$ cat src/rtl/tiny_alu_requester_if.sv
// rtl/tiny_alu_requester_if.sv - command, ALU and response signals of the tiny ALU requester
interface tiny_alu_requester_if #(
   parameter int INPUT_DATA_BITS = 8,
   parameter int OPCODE_BITS     = 3
);
   logic                           cmd_valid_i;
   logic                           cmd_ready_o;
   logic [INPUT_DATA_BITS-1:0]     cmd_a_i;
   logic [INPUT_DATA_BITS-1:0]     cmd_b_i;
   logic [OPCODE_BITS-1:0]         cmd_op_i;
   logic [INPUT_DATA_BITS-1:0]     alu_a_o;
   logic [INPUT_DATA_BITS-1:0]     alu_b_o;
   logic [OPCODE_BITS-1:0]         alu_opcode_o;
   logic                           alu_start_o;
   logic [2*INPUT_DATA_BITS-1:0]   alu_result_i;
   logic                           alu_done_i;
   logic                           rsp_valid_o;
   logic                           rsp_ready_i;
   logic [2*INPUT_DATA_BITS-1:0]   rsp_result_o;
   logic [OPCODE_BITS-1:0]         rsp_op_o;
   logic                           rsp_timeout_o;
   logic                           busy_o;

   // master is the requester itself; slave is the command source / ALU / response sink side
   modport master (
      input  cmd_valid_i, cmd_a_i, cmd_b_i, cmd_op_i, alu_result_i, alu_done_i, rsp_ready_i,
      output cmd_ready_o, alu_a_o, alu_b_o, alu_opcode_o, alu_start_o,
             rsp_valid_o, rsp_result_o, rsp_op_o, rsp_timeout_o, busy_o
   );

   modport slave (
      output cmd_valid_i, cmd_a_i, cmd_b_i, cmd_op_i, alu_result_i, alu_done_i, rsp_ready_i,
      input  cmd_ready_o, alu_a_o, alu_b_o, alu_opcode_o, alu_start_o,
             rsp_valid_o, rsp_result_o, rsp_op_o, rsp_timeout_o, busy_o
   );
endinterface

$ cat src/rtl/tiny_alu_requester.sv
// rtl/tiny_alu_requester.sv - start/done initiator for the tiny ALU with response stream and timeout
module tiny_alu_requester #(
   parameter int INPUT_DATA_BITS = 8,
   parameter int OPCODE_BITS     = 3,
   parameter int TIMEOUT_CYCLES  = 16
) (
   input logic                  clk_i,
   input logic                  reset_i,
   tiny_alu_requester_if.master bus
);
   localparam int RES_BITS = 2 * INPUT_DATA_BITS;
   localparam int CNT_BITS = $clog2(TIMEOUT_CYCLES);

   localparam logic [1:0] ST_IDLE  = 2'd0;
   localparam logic [1:0] ST_NOP   = 2'd1;
   localparam logic [1:0] ST_ISSUE = 2'd2;
   localparam logic [1:0] ST_RESP  = 2'd3;

   localparam logic [OPCODE_BITS-1:0] OP_NOP = '0;
   localparam logic [OPCODE_BITS-1:0] OP_RST = OPCODE_BITS'(7);
   localparam logic [CNT_BITS-1:0]    CNT_LAST = CNT_BITS'(TIMEOUT_CYCLES - 1);

   logic [1:0]                 state_q, state_d;
   logic [CNT_BITS-1:0]        cnt_q, cnt_d;
   logic [INPUT_DATA_BITS-1:0] a_q, a_d;
   logic [INPUT_DATA_BITS-1:0] b_q, b_d;
   logic [OPCODE_BITS-1:0]     op_q, op_d;
   logic                       start_q, start_d;
   logic [RES_BITS-1:0]        result_q, result_d;
   logic                       timeout_q, timeout_d;
   logic                       rsp_valid_q, rsp_valid_d;
   logic                       cmd_ready_q, cmd_ready_d;
   logic                       busy_q, busy_d;

   always_comb begin
      state_d     = state_q;
      cnt_d       = cnt_q;
      a_d         = a_q;
      b_d         = b_q;
      op_d        = op_q;
      start_d     = 1'b0;
      result_d    = result_q;
      timeout_d   = timeout_q;
      rsp_valid_d = 1'b0;

      case (state_q)
         ST_IDLE: begin
            if (bus.cmd_valid_i && cmd_ready_q) begin
               a_d     = bus.cmd_a_i;
               b_d     = bus.cmd_b_i;
               op_d    = bus.cmd_op_i;
               start_d = 1'b1;
               if (bus.cmd_op_i == OP_NOP || bus.cmd_op_i == OP_RST) begin
                  state_d = ST_NOP;
               end else begin
                  state_d = ST_ISSUE;
                  cnt_d   = '0;
               end
            end
         end
         ST_NOP: begin
            state_d = ST_IDLE;
         end
         ST_ISSUE: begin
            // done takes priority over an expiring counter on the same edge
            if (bus.alu_done_i) begin
               result_d    = bus.alu_result_i;
               timeout_d   = 1'b0;
               rsp_valid_d = 1'b1;
               state_d     = ST_RESP;
            end else if (cnt_q == CNT_LAST) begin
               result_d    = '0;
               timeout_d   = 1'b1;
               rsp_valid_d = 1'b1;
               state_d     = ST_RESP;
            end else begin
               cnt_d   = cnt_q + CNT_BITS'(1);
               start_d = 1'b1;
            end
         end
         default: begin
            if (bus.rsp_ready_i) begin
               state_d = ST_IDLE;
            end else begin
               rsp_valid_d = 1'b1;
            end
         end
      endcase

      cmd_ready_d = (state_d == ST_IDLE);
      busy_d      = (state_d != ST_IDLE);
   end

   always_ff @(posedge clk_i) begin
      if (reset_i) begin
         state_q     <= ST_IDLE;
         cnt_q       <= '0;
         a_q         <= '0;
         b_q         <= '0;
         op_q        <= '0;
         start_q     <= 1'b0;
         result_q    <= '0;
         timeout_q   <= 1'b0;
         rsp_valid_q <= 1'b0;
         cmd_ready_q <= 1'b0;
         busy_q      <= 1'b0;
      end else begin
         state_q     <= state_d;
         cnt_q       <= cnt_d;
         a_q         <= a_d;
         b_q         <= b_d;
         op_q        <= op_d;
         start_q     <= start_d;
         result_q    <= result_d;
         timeout_q   <= timeout_d;
         rsp_valid_q <= rsp_valid_d;
         cmd_ready_q <= cmd_ready_d;
         busy_q      <= busy_d;
      end
   end

   assign bus.cmd_ready_o   = cmd_ready_q;
   assign bus.alu_a_o       = a_q;
   assign bus.alu_b_o       = b_q;
   assign bus.alu_opcode_o  = op_q;
   assign bus.alu_start_o   = start_q;
   assign bus.rsp_valid_o   = rsp_valid_q;
   assign bus.rsp_result_o  = result_q;
   assign bus.rsp_op_o      = op_q;
   assign bus.rsp_timeout_o = timeout_q;
   assign bus.busy_o        = busy_q;
endmodule

$ cat src/flat_wrapper.sv
// flat-port wrapper written by rule: the top's interface ports become plain ports
module tiny_alu_requester_flat 
#(
   parameter int INPUT_DATA_BITS = 8,
   parameter int OPCODE_BITS     = 3,
   parameter int TIMEOUT_CYCLES  = 16
)
  (clk_i, reset_i, bus_cmd_valid_i, bus_cmd_a_i, bus_cmd_b_i, bus_cmd_op_i, bus_alu_result_i, bus_alu_done_i, bus_rsp_ready_i, bus_cmd_ready_o, bus_alu_a_o, bus_alu_b_o, bus_alu_opcode_o, bus_alu_start_o, bus_rsp_valid_o, bus_rsp_result_o, bus_rsp_op_o, bus_rsp_timeout_o, bus_busy_o);
  tiny_alu_requester_if #(.INPUT_DATA_BITS(INPUT_DATA_BITS), .OPCODE_BITS(OPCODE_BITS)) bus_i ();
  input logic clk_i;
  input logic reset_i;
  input wire logic [$bits(bus_i.cmd_valid_i)-1:0] bus_cmd_valid_i;
  input wire logic [$bits(bus_i.cmd_a_i)-1:0] bus_cmd_a_i;
  input wire logic [$bits(bus_i.cmd_b_i)-1:0] bus_cmd_b_i;
  input wire logic [$bits(bus_i.cmd_op_i)-1:0] bus_cmd_op_i;
  input wire logic [$bits(bus_i.alu_result_i)-1:0] bus_alu_result_i;
  input wire logic [$bits(bus_i.alu_done_i)-1:0] bus_alu_done_i;
  input wire logic [$bits(bus_i.rsp_ready_i)-1:0] bus_rsp_ready_i;
  output wire logic [$bits(bus_i.cmd_ready_o)-1:0] bus_cmd_ready_o;
  output wire logic [$bits(bus_i.alu_a_o)-1:0] bus_alu_a_o;
  output wire logic [$bits(bus_i.alu_b_o)-1:0] bus_alu_b_o;
  output wire logic [$bits(bus_i.alu_opcode_o)-1:0] bus_alu_opcode_o;
  output wire logic [$bits(bus_i.alu_start_o)-1:0] bus_alu_start_o;
  output wire logic [$bits(bus_i.rsp_valid_o)-1:0] bus_rsp_valid_o;
  output wire logic [$bits(bus_i.rsp_result_o)-1:0] bus_rsp_result_o;
  output wire logic [$bits(bus_i.rsp_op_o)-1:0] bus_rsp_op_o;
  output wire logic [$bits(bus_i.rsp_timeout_o)-1:0] bus_rsp_timeout_o;
  output wire logic [$bits(bus_i.busy_o)-1:0] bus_busy_o;
  assign bus_i.cmd_valid_i = bus_cmd_valid_i;
  assign bus_i.cmd_a_i = bus_cmd_a_i;
  assign bus_i.cmd_b_i = bus_cmd_b_i;
  assign bus_i.cmd_op_i = bus_cmd_op_i;
  assign bus_i.alu_result_i = bus_alu_result_i;
  assign bus_i.alu_done_i = bus_alu_done_i;
  assign bus_i.rsp_ready_i = bus_rsp_ready_i;
  assign bus_cmd_ready_o = bus_i.cmd_ready_o;
  assign bus_alu_a_o = bus_i.alu_a_o;
  assign bus_alu_b_o = bus_i.alu_b_o;
  assign bus_alu_opcode_o = bus_i.alu_opcode_o;
  assign bus_alu_start_o = bus_i.alu_start_o;
  assign bus_rsp_valid_o = bus_i.rsp_valid_o;
  assign bus_rsp_result_o = bus_i.rsp_result_o;
  assign bus_rsp_op_o = bus_i.rsp_op_o;
  assign bus_rsp_timeout_o = bus_i.rsp_timeout_o;
  assign bus_busy_o = bus_i.busy_o;
  tiny_alu_requester #(.INPUT_DATA_BITS(INPUT_DATA_BITS), .OPCODE_BITS(OPCODE_BITS), .TIMEOUT_CYCLES(TIMEOUT_CYCLES)) u_core (.clk_i(clk_i), .reset_i(reset_i), .bus(bus_i));
endmodule
$ cat config.mk
export PLATFORM = sky130hd
export DESIGN_NAME = tiny_alu_requester_flat
export DESIGN_NICKNAME = d
export VERILOG_FILES = /design/src/rtl/tiny_alu_requester_if.sv /design/src/rtl/tiny_alu_requester.sv /design/src/flat_wrapper.sv
export SDC_FILE = /design/constraint.sdc
export NUM_CORES = 1
export LEC_CHECK = 0
export CAP_MARGIN = 20
export CELL_PAD_IN_SITES_DETAIL_PLACEMENT = 0
export CELL_PAD_IN_SITES_GLOBAL_PLACEMENT = 1
export CORE_MARGIN = 2
export CORE_UTILIZATION = 31
export DETAILED_ROUTE_END_ITERATION = 8
export GPL_TIMING_DRIVEN = 0
export PLACE_DENSITY = 0.85
export SLEW_MARGIN = 20
export SYNTH_ARGS = -nofsm -noshare
export SYNTH_HDL_FRONTEND = slang
export SYNTH_SLANG_ARGS = --single-unit
$ cat constraint.sdc
create_clock -name clk_i -period 2.87 [get_ports clk_i]
set_input_delay 0.4305 -clock clk_i [delete_from_list [all_inputs] [get_ports clk_i]]
set_output_delay 0.4305 -clock clk_i [all_outputs]
set_load 0.05 [all_outputs]
==> summary.md <==
| Metric | Value |
|---|---|
| Gpl congestion | `around 0.77` |
| Min-delay worst type | `reg -> reg` |
| Via count | `between 1.5k and 2k` |
| Crit path cell chain | `buf_4 > clkdlybuf4s50_1` |
| Setup bufs post-CTS | `0` |
| Top post-synthesis cells by area | `dfxtp_1, nand2_1, a22oi_1` |
| Root Driver | `clkbuf_8` |
| Global Route Usage Sum | `14.9%` |
| Vias per cell | `4.61` |
| DIE WIDTH | `about 80 um` |
| Largest net degree at the start of global routing | `14` |
| Tcrit/Tclk final | `between 60% and 70%` |
| Fillers | `approximately 550` |
| Worst hold margin | `between 400 and 500 ps` |
| Hold path depth | `2` |
| RSZ-0062 raised after global routing | `no` |
| Fin Clk Skew | `around 4 ps` |
| Post-synth top area share | `between 50% and 60%` |
| Worst setup SP type | `flop` |
| Fmax | `500 MHz` |
| Path type of the worst setup path | `reg -> out` |
| Mean routed wirelength per cell | `12.4 um` |
| #FFs+latches synth | `46` |
| I/O pins | `83` |
| Final core utilization | `about half` |
| Clk sink count | `46` |
| Post-Syn Area | `between 1500 and 2000 um2` |
| YS warnings | `0` |
| WHS Endpoint | `u_core.bus.alu_b_o[2]` |
| Share of the yosys chip area belonging to registers | `52.0%` |
| Post_cts resized | `0` |
| Max-slew headroom | `about two thirds` |
| H-tree depth | `2` |
| Final setup viols | `0` |
| Number of cells on the worst reg-to-reg path | `6` |
| Syn_area_per_cell | `roughly 9.0 um2` |
| Max stage delay on crit path | `780 ps` |
| Synth Net Count | `approximately 240` |
| Critical path endpoint category | `primary output` |
| CTS tree | `built` |
| Die height | `79.6 um` |
| CTS Buffer Depth | `2` |
| WP data arrival | `between 1500 and 2000 ps` |
| Pleak | `approximately 0.001 uW` |
| Area delta synth->final | `57.5%` |
| Final Hold Vio Count | `0` |
| Crit path max fanout | `3` |
| Routed wire length | `between 4000 and 5000 um` |
| Max Slew Vio Count | `0` |
| Main synth FF type | `dfxtp_1` |
| Sequential cell area | `921 um2` |
| Total CTS buffers | `5` |
| Distinct cells, synth | `36` |
| Worst-path clk slew | `80 ps` |
| Worst-margin pin slew | `512 ps` |
| DRC | `0` |
| Status | `finished, final reports clean` |
| Antenna cells | `0` |
| Max Cap Viol | `0` |
| Die area | `around 6300 um2` |
| Min-Delay Startpoint | `u_core.bus.alu_b_o[2]` |
| Most instantiated cells after synthesis | `dfxtp_1, nand2_1, a21oi_1, nor2_1, a22oi_1` |
| Hold_buf cts | `0` |
| Power per cell area | `approximately 520 nW/um2` |
| Reg2Reg Setup Slack | `1250 ps` |
| Routed Antenna Nets | `0` |
| Vias in the first global route | `roughly 1.6k` |
| Setup_tns | `0 ps` |
| Number of synthesized flops with an enable pin | `0` |
| Pwr Total | `roughly 1400 uW` |
| Gate count after technology mapping | `between 150 and 200` |
| Post-synth top area cell | `dfxtp_1` |
| R2r startpoint | `u_core.cnt_q[0]` |
| Initial DRT Pass Iterations | `4` |
| Maximum VDD drop | `around 0.23 mV` |
| Area occupied by multi-input gates | `752 um2` |
| Initial drt markers | `56` |
| Synth async-reset ratio | `0%` |
| IO buf count | `82` |
| GR Overflow Total | `0` |
| Nets@finish | `327` |
| Final HPWL DP | `about 3200 um` |
| Core area | `approximately 5500 um2` |
| Starting density of the core | `between 30 and 40%` |
| Layout cells sized above 1 | `under 10%` |
| Skew-Pair Late Insertion Delay | `300 ps` |
| Worst EP required | `about 2400 ps` |
| Initial antenna violation count | `0` |
| Fin crit period | `between 2000 and 2500 ps` |
| Row cnt | `27` |
| First-pass GRT wire length | `7340 um` |
| Top-count cell post-synth | `dfxtp_1` |
| CP max stage cell | `clkdlybuf4s50_1` |
| RR Endpoint | `u_core.bus.rsp_result_o[7]` |
## metrics by stage
stage | worst slack [ps] | area [um2] | std cells
final | 869 | 2790 | 359
after global routing | 831 | 2790 | 359
after CTS | 854 | 2790 | 359
after detailed placement | 825 | 2680 | 351
after global placement | 839 | 2680 | 351
after floorplan | 1330 | 1770 | 197
## flip-flops by register name (all words and copies together) (netlist names)
| signal | cells |
|---|---|
| u_core.bus.alu_opcode_o | 3 |
| u_core.state_q | 2 |
| u_core.bus.rsp_timeout_o | 1 |
| u_core.bus.alu_b_o | 8 |
| u_core.cnt_q | 4 |
| u_core.bus.cmd_ready_o | 1 |
| u_core.bus.alu_start_o | 1 |
| u_core.bus.alu_a_o | 8 |
| u_core.bus.busy_o | 1 |
| u_core.bus.rsp_valid_o | 1 |
| u_core.bus.rsp_result_o | 16 |
## critical path, delay by kind of cell (launching register included)
kind     cells  cell delay (ps)
buf+inv      2              900
flops        1              370
## worst max-delay path by stage
stage / start / endpoint / slack (ps) / cells after the start
after floorplan: u_core.bus.cmd_ready_o / u_core.cnt_q[0] / 1330 / 4
after global placement: reset_i / u_core.bus.alu_start_o / 840 / 4
after detailed placement: reset_i / u_core.bus.rsp_result_o[2] / 830 / 4
after CTS: u_core.bus.alu_opcode_o[2] / bus_rsp_op_o[2] / 850 / 2
after global routing: u_core.bus.alu_opcode_o[1] / bus_rsp_op_o[1] / 830 / 2
final: u_core.bus.alu_opcode_o[1] / bus_rsp_op_o[1] / 870 / 2
## logic make-up (layout without fill, tap and decap cells)
kind of cell / after synthesis / in the layout / share of synthesized area, %
flip-flops: 46 / 46 / 52.0
AO/OA/AOI/OAI: 45 / 45 / 16.5
adder cells (fa/ha/maj): 1 / 1 / 0.707
AND/OR/NAND/NOR: 89 / 89 / 25.3
buffers and inverters: 16 / 106 / 5.51
## per-layer routing
metal  track usage, %  part of all wire (%)  up-vias
li1                 -                     -      843
met1             18.1                    45      753
met2             24.6                    46       54
met3             4.41                   7.2        5
met4             5.69                   1.7        0
met5                0                     0        -
## power breakdown
part / leakage [uW] / internal [uW] / switching (uW) / total, uW
clock: 0.0000524 / 261 / 210 / 470
combinational: 0.000578 / 128 / 170 / 298
sequential: 0.000374 / 664 / 16.1 / 681
total: 0.00100 / 1050 / 395 / 1450
## layout make-up
class                           instances  share of cell area (%)
Sequential cell                        46                    33.0
Timing Repair Buffer                   82                    29.4
Multi-Input combinational cell        135                    27.0
Buffer                                 15                    3.37
Tap cell                               72                    3.23
Clock buffer                            7                    2.74
Clock inverter                          1                    1.08
Inverter                                1                   0.135
## cell usage in the layout, fill, tap and decap left out, types with 2 or more instances in the layout
cell type,n
a22oi_1,16
nor3_2,2
or3b_1,2
clkbuf_1,6
nor2_1,22
clkdlybuf4s50_1,82
buf_6,2
buf_2,3
nor3_1,5
buf_4,5
a21oi_1,23
clkbuf_8,5
nand3_1,2
dfxtp_1,46
nand2_1,42
(Power assumes the default switching activity.)
